$ cat config.mk
export PLATFORM = sky130hd
export DESIGN_NAME = uart_rx
export DESIGN_NICKNAME = d
export VERILOG_FILES = /design/src/rtl/uart_rx.sv
export SDC_FILE = /design/constraint.sdc
export NUM_CORES = 1
export LEC_CHECK = 0
export CAP_MARGIN = 20
export CORE_MARGIN = 2
export CORE_UTILIZATION = 55
export DETAILED_ROUTE_END_ITERATION = 7
export GPL_ROUTABILITY_DRIVEN = 0
export GPL_TIMING_DRIVEN = 1
export HOLD_SLACK_MARGIN = 0.02
export PLACE_DENSITY = 0.78
export SYNTH_ARGS = -nofsm -noshare
export SYNTH_HDL_FRONTEND = slang
export SYNTH_SLANG_ARGS = --single-unit
export TNS_END_PERCENT = 20
$ cat constraint.sdc
create_clock -name clk -period 2.2 [get_ports clk]
set_clock_uncertainty 0.15 [all_clocks]
set_input_delay 0.44 -clock clk [delete_from_list [all_inputs] [get_ports clk]]
set_output_delay 0.44 -clock clk [all_outputs]
set_load 0.01 [all_outputs]
$ cat src/rtl/uart_rx.sv
// UART receiver: 8 data bits LSB-first, even parity, one stop bit, mid-bit sampling.
// The asynchronous line is double-flopped before any use.
module uart_rx #(
  parameter int unsigned CLKS_PER_BIT = 16
) (
  input  logic       clk,
  input  logic       rstn,
  input  logic       rx_data_in,
  output logic [7:0] rx_data_out,
  output logic       rx_valid,
  output logic       rx_parity_err,
  output logic       rx_frame_err,
  output logic       rx_busy
);

  localparam int unsigned CNT_W = $clog2(CLKS_PER_BIT);
  localparam logic [CNT_W-1:0] HALF_M1 = CNT_W'(CLKS_PER_BIT / 2 - 1);
  localparam logic [CNT_W-1:0] FULL_M1 = CNT_W'(CLKS_PER_BIT - 1);

  typedef enum logic [2:0] {IDLE, START, DATA, PARITY, STOP} state_e;

  state_e           state_q, state_d;
  logic [1:0]       sync_q, sync_d;
  logic             rxs_dly_q, rxs_dly_d;
  logic [CNT_W-1:0] cnt_q, cnt_d;
  logic [2:0]       bit_cnt_q, bit_cnt_d;
  logic [7:0]       shift_q, shift_d;
  logic             parity_q, parity_d;
  logic [7:0]       data_q, data_d;
  logic             valid_q, valid_d;
  logic             perr_q, perr_d;
  logic             ferr_q, ferr_d;

  logic rxs;
  logic fall;
  logic tick;

  assign rxs  = sync_q[1];
  assign fall = rxs_dly_q & ~rxs;
  // The start bit is checked at half a bit period; every later bit at a full period.
  assign tick = (state_q == START) ? (cnt_q == HALF_M1) : (cnt_q == FULL_M1);

  // NOTE: sequential state uses non-blocking assignments so every flop samples
  // pre-edge values regardless of statement order.
  always_ff @(posedge clk or negedge rstn) begin
    if (!rstn) begin
      state_q   <= IDLE;
      sync_q    <= 2'b11;
      rxs_dly_q <= 1'b1;
      cnt_q     <= '0;
      bit_cnt_q <= '0;
      shift_q   <= '0;
      parity_q  <= 1'b0;
      data_q    <= '0;
      valid_q   <= 1'b0;
      perr_q    <= 1'b0;
      ferr_q    <= 1'b0;
    end else begin
      state_q   <= state_d;
      sync_q    <= sync_d;
      rxs_dly_q <= rxs_dly_d;
      cnt_q     <= cnt_d;
      bit_cnt_q <= bit_cnt_d;
      shift_q   <= shift_d;
      parity_q  <= parity_d;
      data_q    <= data_d;
      valid_q   <= valid_d;
      perr_q    <= perr_d;
      ferr_q    <= ferr_d;
    end
  end

  always_comb begin
    state_d = state_q;
    case (state_q)
      IDLE:    if (fall) state_d = START;
      START:   if (tick) state_d = rxs ? IDLE : DATA;
      DATA:    if (tick && bit_cnt_q == 3'd7) state_d = PARITY;
      PARITY:  if (tick) state_d = STOP;
      STOP:    if (tick) state_d = IDLE;
      default: state_d = IDLE;
    endcase
  end

  // NOTE: every variable gets a default before the case so no path leaves it
  // unassigned, which would otherwise infer a latch.
  always_comb begin
    sync_d    = {sync_q[0], rx_data_in};
    rxs_dly_d = rxs;
    cnt_d     = cnt_q;
    bit_cnt_d = bit_cnt_q;
    shift_d   = shift_q;
    parity_d  = parity_q;
    data_d    = data_q;
    valid_d   = 1'b0;
    perr_d    = perr_q;
    ferr_d    = ferr_q;

    if (state_q == IDLE) begin
      cnt_d     = '0;
      bit_cnt_d = '0;
    end else begin
      cnt_d = tick ? '0 : cnt_q + 1'b1;
    end

    case (state_q)
      DATA: if (tick) begin
        shift_d   = {rxs, shift_q[7:1]};
        bit_cnt_d = bit_cnt_q + 3'd1;
      end
      PARITY: if (tick) parity_d = rxs;
      STOP: if (tick) begin
        // Errored frames still publish their byte; flags hold until the next frame.
        data_d  = shift_q;
        perr_d  = (^shift_q) ^ parity_q;
        ferr_d  = ~rxs;
        valid_d = 1'b1;
      end
      default: ;
    endcase
  end

  always_comb begin
    rx_busy       = (state_q != IDLE);
    rx_data_out   = data_q;
    rx_valid      = valid_q;
    rx_parity_err = perr_q;
    rx_frame_err  = ferr_q;
  end

endmodule

==> metrics.md, run 1 <==
| Metric | Value |
|---|---|
| Worst Path Buf+Inv | `1` |
| Yosys cell types | `28` |
| Die Wd | `55.3 um` |
| Pre-CTS setup slack | `0.175 ns` |
| Initial antenna violation count | `0` |
| Worst min-delay path class | `reg -> reg` |
| Vias per Instance | `around 5.6` |
| Syn Nets | `117` |
| Worst Slack Setup Final | `about 0.13 ns` |
| CTS tree | `done` |
| Initial DRC count | `20` |
| Diode count | `0` |
| Share of layout cells above drive strength 1 | `between 20% and 30%` |
| CP cell instances | `or3_4 -> dlygate4sd2_1` |
| Hold violation count in the final report | `0` |
| Fmax | `around 480 MHz` |
| Area growth from synthesis to layout | `16.5%` |
| CP arrival | `approximately 1.5 ns` |
| CP Capture Type | `output port` |
| Leading cell type in the layout, fill and taps excluded | `dfrtp_1` |
| Placed Cells | `approximately 150` |
| Final net count | `136` |
| Area of the die | `0.00306 mm^2` |
| Status | `finished clean` |
| Post-CTS Setup Bufs | `0` |
| Cell accounting for the most synthesized area | `dfrtp_1` |
| Max Cap Violations | `0` |
| Clock Tree Root | `clkbuf_4` |
| Leak | `approximately 0.82 nW` |
| Slew @ Worst Pin | `0.586 ns` |
| Dpl hpwl | `~1700 um` |
| Worst Path Max Fanout | `8` |
| Slew Viols, Final | `0` |
| Clk sinks | `33` |
| Io pins | `15` |
| DRC | `0` |
| Tmin final | `2.07 ns` |
| Yosys top cell area share | `slightly above 50%` |
| Slew Limit Headroom | `61.0%` |
| Wire length per cell | `about 15 um` |
| Top_reg_cell synth | `dfrtp_1` |
| Power Density | `818 mW/mm^2` |
| Final hold slack | `around 0.20 ns` |
| Yosys warning count | `0` |
| RSZ-0062 raised after global routing | `no` |
| Mapped Area | `0.00145 mm^2` |
| #FFs+latches synth | `33` |
| Dominant cells by area after synthesis | `dfrtp_1 52%, mux2_2 10%, dfstp_2 5.4%` |
| Clk Latency, worst-skew pair | `0.34 ns` |
| Clock transition at path regs | `~0.11 ns` |
| Mean area per synthesized cell | `13.1 um^2` |
| Die H | `55.3 um` |
| Crit-path leading delay family | `flip-flops` |
| Largest family of logic cells by synthesized area | `multiplexers` |
| Critical path's largest stage delay | `roughly 0.46 ns` |
| Starting Density | `between 50% and 60%` |
| Number of synthesized flops with an enable pin | `0` |
| Mapped Cells | `111` |
| Port buffer count | `14` |
| Highest-count cells in the layout ignoring fill and taps | `29 x dfrtp_1, 13 x mux2_2, 13 x clkdlybuf4s50_1` |
| H-tree depth | `2` |
| TritonCTS Buffers | `5` |
| Startpoint types | `register` |
| Row count | `18` |
| VDD IR max | `587 uV` |
| CP Class | `reg -> out` |
| Sum Neg Setup Slack | `0 ns` |
| Post-synth ARST share | `100%` |
| Mux cell area share after synthesis | `about 14%` |
| Pre-Repair DR Iteration Count | `4` |
| Clk buf depth | `2` |
| Slowest library cell on the worst path | `dfrtp_2` |
| Vias in the first global route | `909` |
| Reg2reg path depth | `4` |
| Via count | `908` |
| Fillers | `roughly 190` |
| Sequential-to-total area share from yosys stat | `~57%` |
| WP depth | `2` |
| CP required | `1.61 ns` |
| Setup violators final | `0` |
| Compound-Gate Fraction of Synth Area | `under 10%` |
| Routed Antenna Nets | `0` |
| Simple-gate share of the synthesized area | `a little under a tenth` |
| Hold Crit Depth | `0` |
| Largest net degree at the start of global routing | `34` |
| GRT Total Usage | `18.4%` |
| Final WL | `2420 um` |
| Remaining Overflow, GRT | `0` |
| Post-Synth Adder-Cell Area | `2.59%` |
| Synth Area in XOR/XNOR | `6.39%` |
| Final cycle utilization of the critical path | `between 90% and 100%` |
| Non-Filler Instances | `161` |
| First-pass GRT wire length | `roughly 4300 um` |
| Core area | `approximately 0.0025 mm^2` |
[timing repair]
action	4_1_cts	5_1_grt
hold buffers	0	0
endpoints found under the setup margin	1	0
resized for setup	3	0
[path summary, 6_finish.rpt]
kind | from | to | slack [ns]
max | state_q[2] | rx_busy | 0.13
max reg2reg | cnt_q[0] | shift_q[6] | 0.17
min reg2reg | sync_q[0] | sync_q[1] | 0.20
max in group asynchronous | rstn | sync_q[0] | 1.23
min | sync_q[0] | sync_q[1] | 0.20
min in group asynchronous | rstn | shift_q[1] | 0.34
[metrics by stage]
step	total power [mW]	util, %	cell area [um^2]
floorplan	0.913	-	1450
global placement	0.988	65.1	1610
detailed placement	1.00	65.1	1610
CTS	1.39	68.1	1690
global route	1.46	68.1	1690
finish	1.38	68.1	1690
[power breakdown]
part | internal (mW) | total, mW | switching, mW
clock network | 0.185 | 0.387 | 0.202
logic | 0.136 | 0.278 | 0.142
registers | 0.665 | 0.716 | 0.0510
[logic make-up (layout without fill, tap and decap cells)]
group,Yosys count,in the layout
flops,33,33
simple gates,25,25
mux,17,17
compound gates,15,15
xor+xnor,9,9
buf+inv,9,29
fa+ha+maj,3,3
[flip-flops by register name (all words and copies together) (netlist names)]
name           flops
rx_valid           1
bit_cnt_q          3
shift_q            8
cnt_q              4
state_q            3
rx_data_out        8
rx_parity_err      1
rxs_dly_q          1
parity_q           1
rx_frame_err       1
sync_q             2
[metal layers]
metal	track usage [%]	up-vias	wire (um)
met1	22.4	455	1050
li1	-	421	-
met5	0	-	0
met2	29.4	28	1210
met3	8.43	4	140
met4	5.57	0	27
[cell type report]
type / instances / area, um^2 / area share, %
flip-flops and latches: 33 / 831 / 49.2
multi-input cells: 69 / 569 / 33.7
inverters: 3 / 11.3 / 0.667
clock buffers: 7 / 65.1 / 3.85
clock inverters: 1 / 5.00 / 0.297
repair buffers: 18 / 169 / 10.0
well taps: 30 / 37.5 / 2.22
[cell usage after synthesis (2+ instances only)]
cell,count
buf_2,2
xnor2_1,4
nor2_1,5
dfstp_2,3
clkbuf_1,2
mux2_4,4
or3_1,2
nor3b_1,3
nand2_1,4
inv_1,3
dfrtp_1,30
nand3_1,5
xor2_1,4
ha_1,3
and2_1,2
mux2_2,13
o21ai_0,9
a21oi_1,3
No activity file was read; power rests on OpenSTA's default activity.
==> run 2, diff against run 1 <==
- SLEW_MARGIN: unset -> 0
==> results of run 2 <==
No change in the layout: final DEF, timing and power equal those of run 1.
==> run 3, diff against run 2 <==
- CORE_ASPECT_RATIO: unset -> 1.5
- SLEW_MARGIN: 0 -> 40
==> metrics.md, run 3 (synthesis results as in run 1) <==
| Metric | Value |
|---|---|
| Status | `finished clean` |
| Clock share of power | `24.0% (-4.0 points)` |
| Dpl hpwl | `1690 um (-2.7%)` |
| Slowest library cell on the worst path | `dfrtp_2` |
| Clock transition at path regs | `0.10 ns (about the same)` |
| Met1 wire length | `942 um (-9.9%)` |
| H-tree depth | `2 (unchanged)` |
| Final cycle utilization of the critical path | `93.0% (-0.87 points)` |
| Pre-Repair DR Iteration Count | `3 (-1)` |
| Initial DRC count | `23 (+15%)` |
| Vias per Instance | `5.69 (+0.90%)` |
| Worst min-delay path class | `reg -> reg` |
| Leading cell type in the layout, fill and taps excluded | `dfrtp_1` |
| Port buffer count | `14 (unchanged)` |
| Hold violation count in the final report | `0 (unchanged)` |
| Clk sinks | `33 (unchanged)` |
| Leak | `0.813 nW (-1.1%)` |
| CTS tree | `done` |
| Count of hold-fix buffers inserted at cts | `0 (unchanged)` |
| CP Capture Type | `output port` |
| Final net count | `136 (unchanged)` |
| Gate power share | `21.1% (+1.0 points)` |
| Core area | `0.00248 mm^2 (unchanged)` |
| Net switching power figure | `0.378 mW (-4.1%)` |
| Slew @ Worst Pin | `0.561 ns (-0.0242 ns)` |
| Placed Area | `0.00161 mm^2 (-0.47%)` |
| CP arrival | `1.46 ns (-0.02 ns)` |
| Slew Limit Headroom | `62.6% (+1.6 points)` |
| Metal2 WL | `1290 um (+6.6%)` |
| Largest net degree at the start of global routing | `34 (unchanged)` |
| Area growth from synthesis to layout | `14.7%` |
| CP cell instances | `or3_4 -> dlygate4sd2_1` |
| Share of layout cells above drive strength 1 | `29.0% (-0.76 points)` |
| CP Class | `reg -> out` |
| Clock Tree Root | `clkbuf_4` |
| Part of the power in registers | `54.9% (+3.0 points)` |
| Total power | `1.30 mW (-5.7%)` |
| Via count | `882 (-2.9%)` |
| Routed Antenna Nets | `0 (unchanged)` |
| Critical path's largest stage delay | `0.46 ns (about the same)` |
| Vias in the first global route | `902 (-0.77%)` |
| Highest-count cells in the layout ignoring fill and taps | `29 x dfrtp_1, 13 x mux2_2, 13 x clkdlybuf4s50_1` |
| Initial antenna violation count | `0 (unchanged)` |
| Power Density | `784 mW/mm^2 (-4.2%)` |
| Io pins | `15 (unchanged)` |
| Clk buf depth | `2 (unchanged)` |
| Tmin final | `2.05 ns (-0.0192 ns)` |
| Die Wd | `45.9 um (-17%)` |
| RSZ-0062 raised after global routing | `no` |
| VDD IR max | `473 uV (-19%)` |
| Internal Pwr Total | `0.924 mW (-6.3%)` |
| Worst Path Max Fanout | `8 (unchanged)` |
| GRT Total Usage | `19.0% (+0.57 points)` |
| Area of the die | `0.00307 mm^2 (+0.27%)` |
| Wire length per cell | `15.1 um (+0.48%)` |
| Post-Layout Inst Area | `0.00166 mm^2 (-1.6%)` |
| Fmax | `489 MHz (+0.94%)` |
| Setup violators final | `0 (unchanged)` |
| Startpoint types | `register` |
| TritonCTS Buffers | `5 (unchanged)` |
| Slew Viols, Final | `0 (unchanged)` |
| Sw Share | `29.0% (+0.48 points)` |
| Highest Signal Layer | `met4` |
| Starting Density | `58.5% (unchanged)` |
| CP required | `1.61 ns (about the same)` |
| First-pass GRT wire length | `4080 um (-4.1%)` |
| Die H | `66.9 um (+21%)` |
| DR WL met3 | `71 um (-49%)` |
| Remaining Overflow, GRT | `0 (unchanged)` |
| Final hold slack | `0.217 ns (+0.0146 ns)` |
| Diode count | `0 (unchanged)` |
| Row count | `22 (+4)` |
| Max Cap Violations | `0 (unchanged)` |
| Clk Latency, worst-skew pair | `0.32 ns (-0.02 ns)` |
| DRC | `0 (unchanged)` |
| Final WL | `2340 um (-3.3%)` |
| Sum Neg Setup Slack | `0 ns (unchanged)` |
==> run 3: final cells by class <==
type | count | area [um^2]
repair buffers | 18 | 169
well taps | 24 | 30.0
multi-input cells | 69 | 569
clock inverters | 2 | 10.0
clock buffers | 6 | 41.3
inverters | 3 | 11.3
flip-flops and latches | 33 | 831
fillers | 183 | 816
==> run 3: stage by stage <==
| stage | cells | setup slack [ns] | utilization (%) |
|---|---|---|---|
| finish | 155 | 0.153 | 67.1 |
| CTS | 155 | 0.142 | 67.1 |
| global placement | 147 | 0.252 | 64.8 |
| floorplan | 111 | 0.354 | - |
| global route | 155 | 0.0774 | 67.1 |
| detailed placement | 147 | 0.195 | 64.8 |
==> run 3: worst paths after layout <==
path	slack (ns)	start	endpoint	cells after the start
hold / removal	0.22	sync_q[0]	sync_q[1]	0
min in group asynchronous	0.35	rstn	cnt_q[1]	2
setup / recovery	0.15	state_q[2]	rx_busy	2
hold reg to reg	0.22	sync_q[0]	sync_q[1]	0
setup reg to reg	0.19	cnt_q[0]	shift_q[4]	4
max in group asynchronous	1.22	rstn	sync_q[1]	2
==> run 3: routing by layer <==
metal,vias up,GRT usage [%]
met5,-,0
met4,0,6.43
met3,6,6.50
met2,12,30.7
met1,447,23.0
li1,417,-
==> run 3: worst max-delay path, delay by kind of cell, from the launching register on <==
family | cells | cell delay, ns
buffers and inverters | 1 | 0.30
DFF | 1 | 0.46
and+or+nand+nor | 1 | 0.38
==> run 3: what timing repair did <==
action                                  CTS  global route
gates resized for setup                   3             0
endpoints found under the setup margin    1             0
setup buffers                             0             0
==> run 3: power groups by stage <==
stage | clock network, mW | registers [mW] | logic, mW
5_1_grt | 0.358 | 0.720 | 0.318
6_report | 0.313 | 0.715 | 0.275
3_3_place_gp | 0 | 0.722 | 0.268
3_5_place_dp | 0 | 0.726 | 0.277
4_1_cts | 0.329 | 0.715 | 0.281
2_1_floorplan | 0 | 0.709 | 0.203
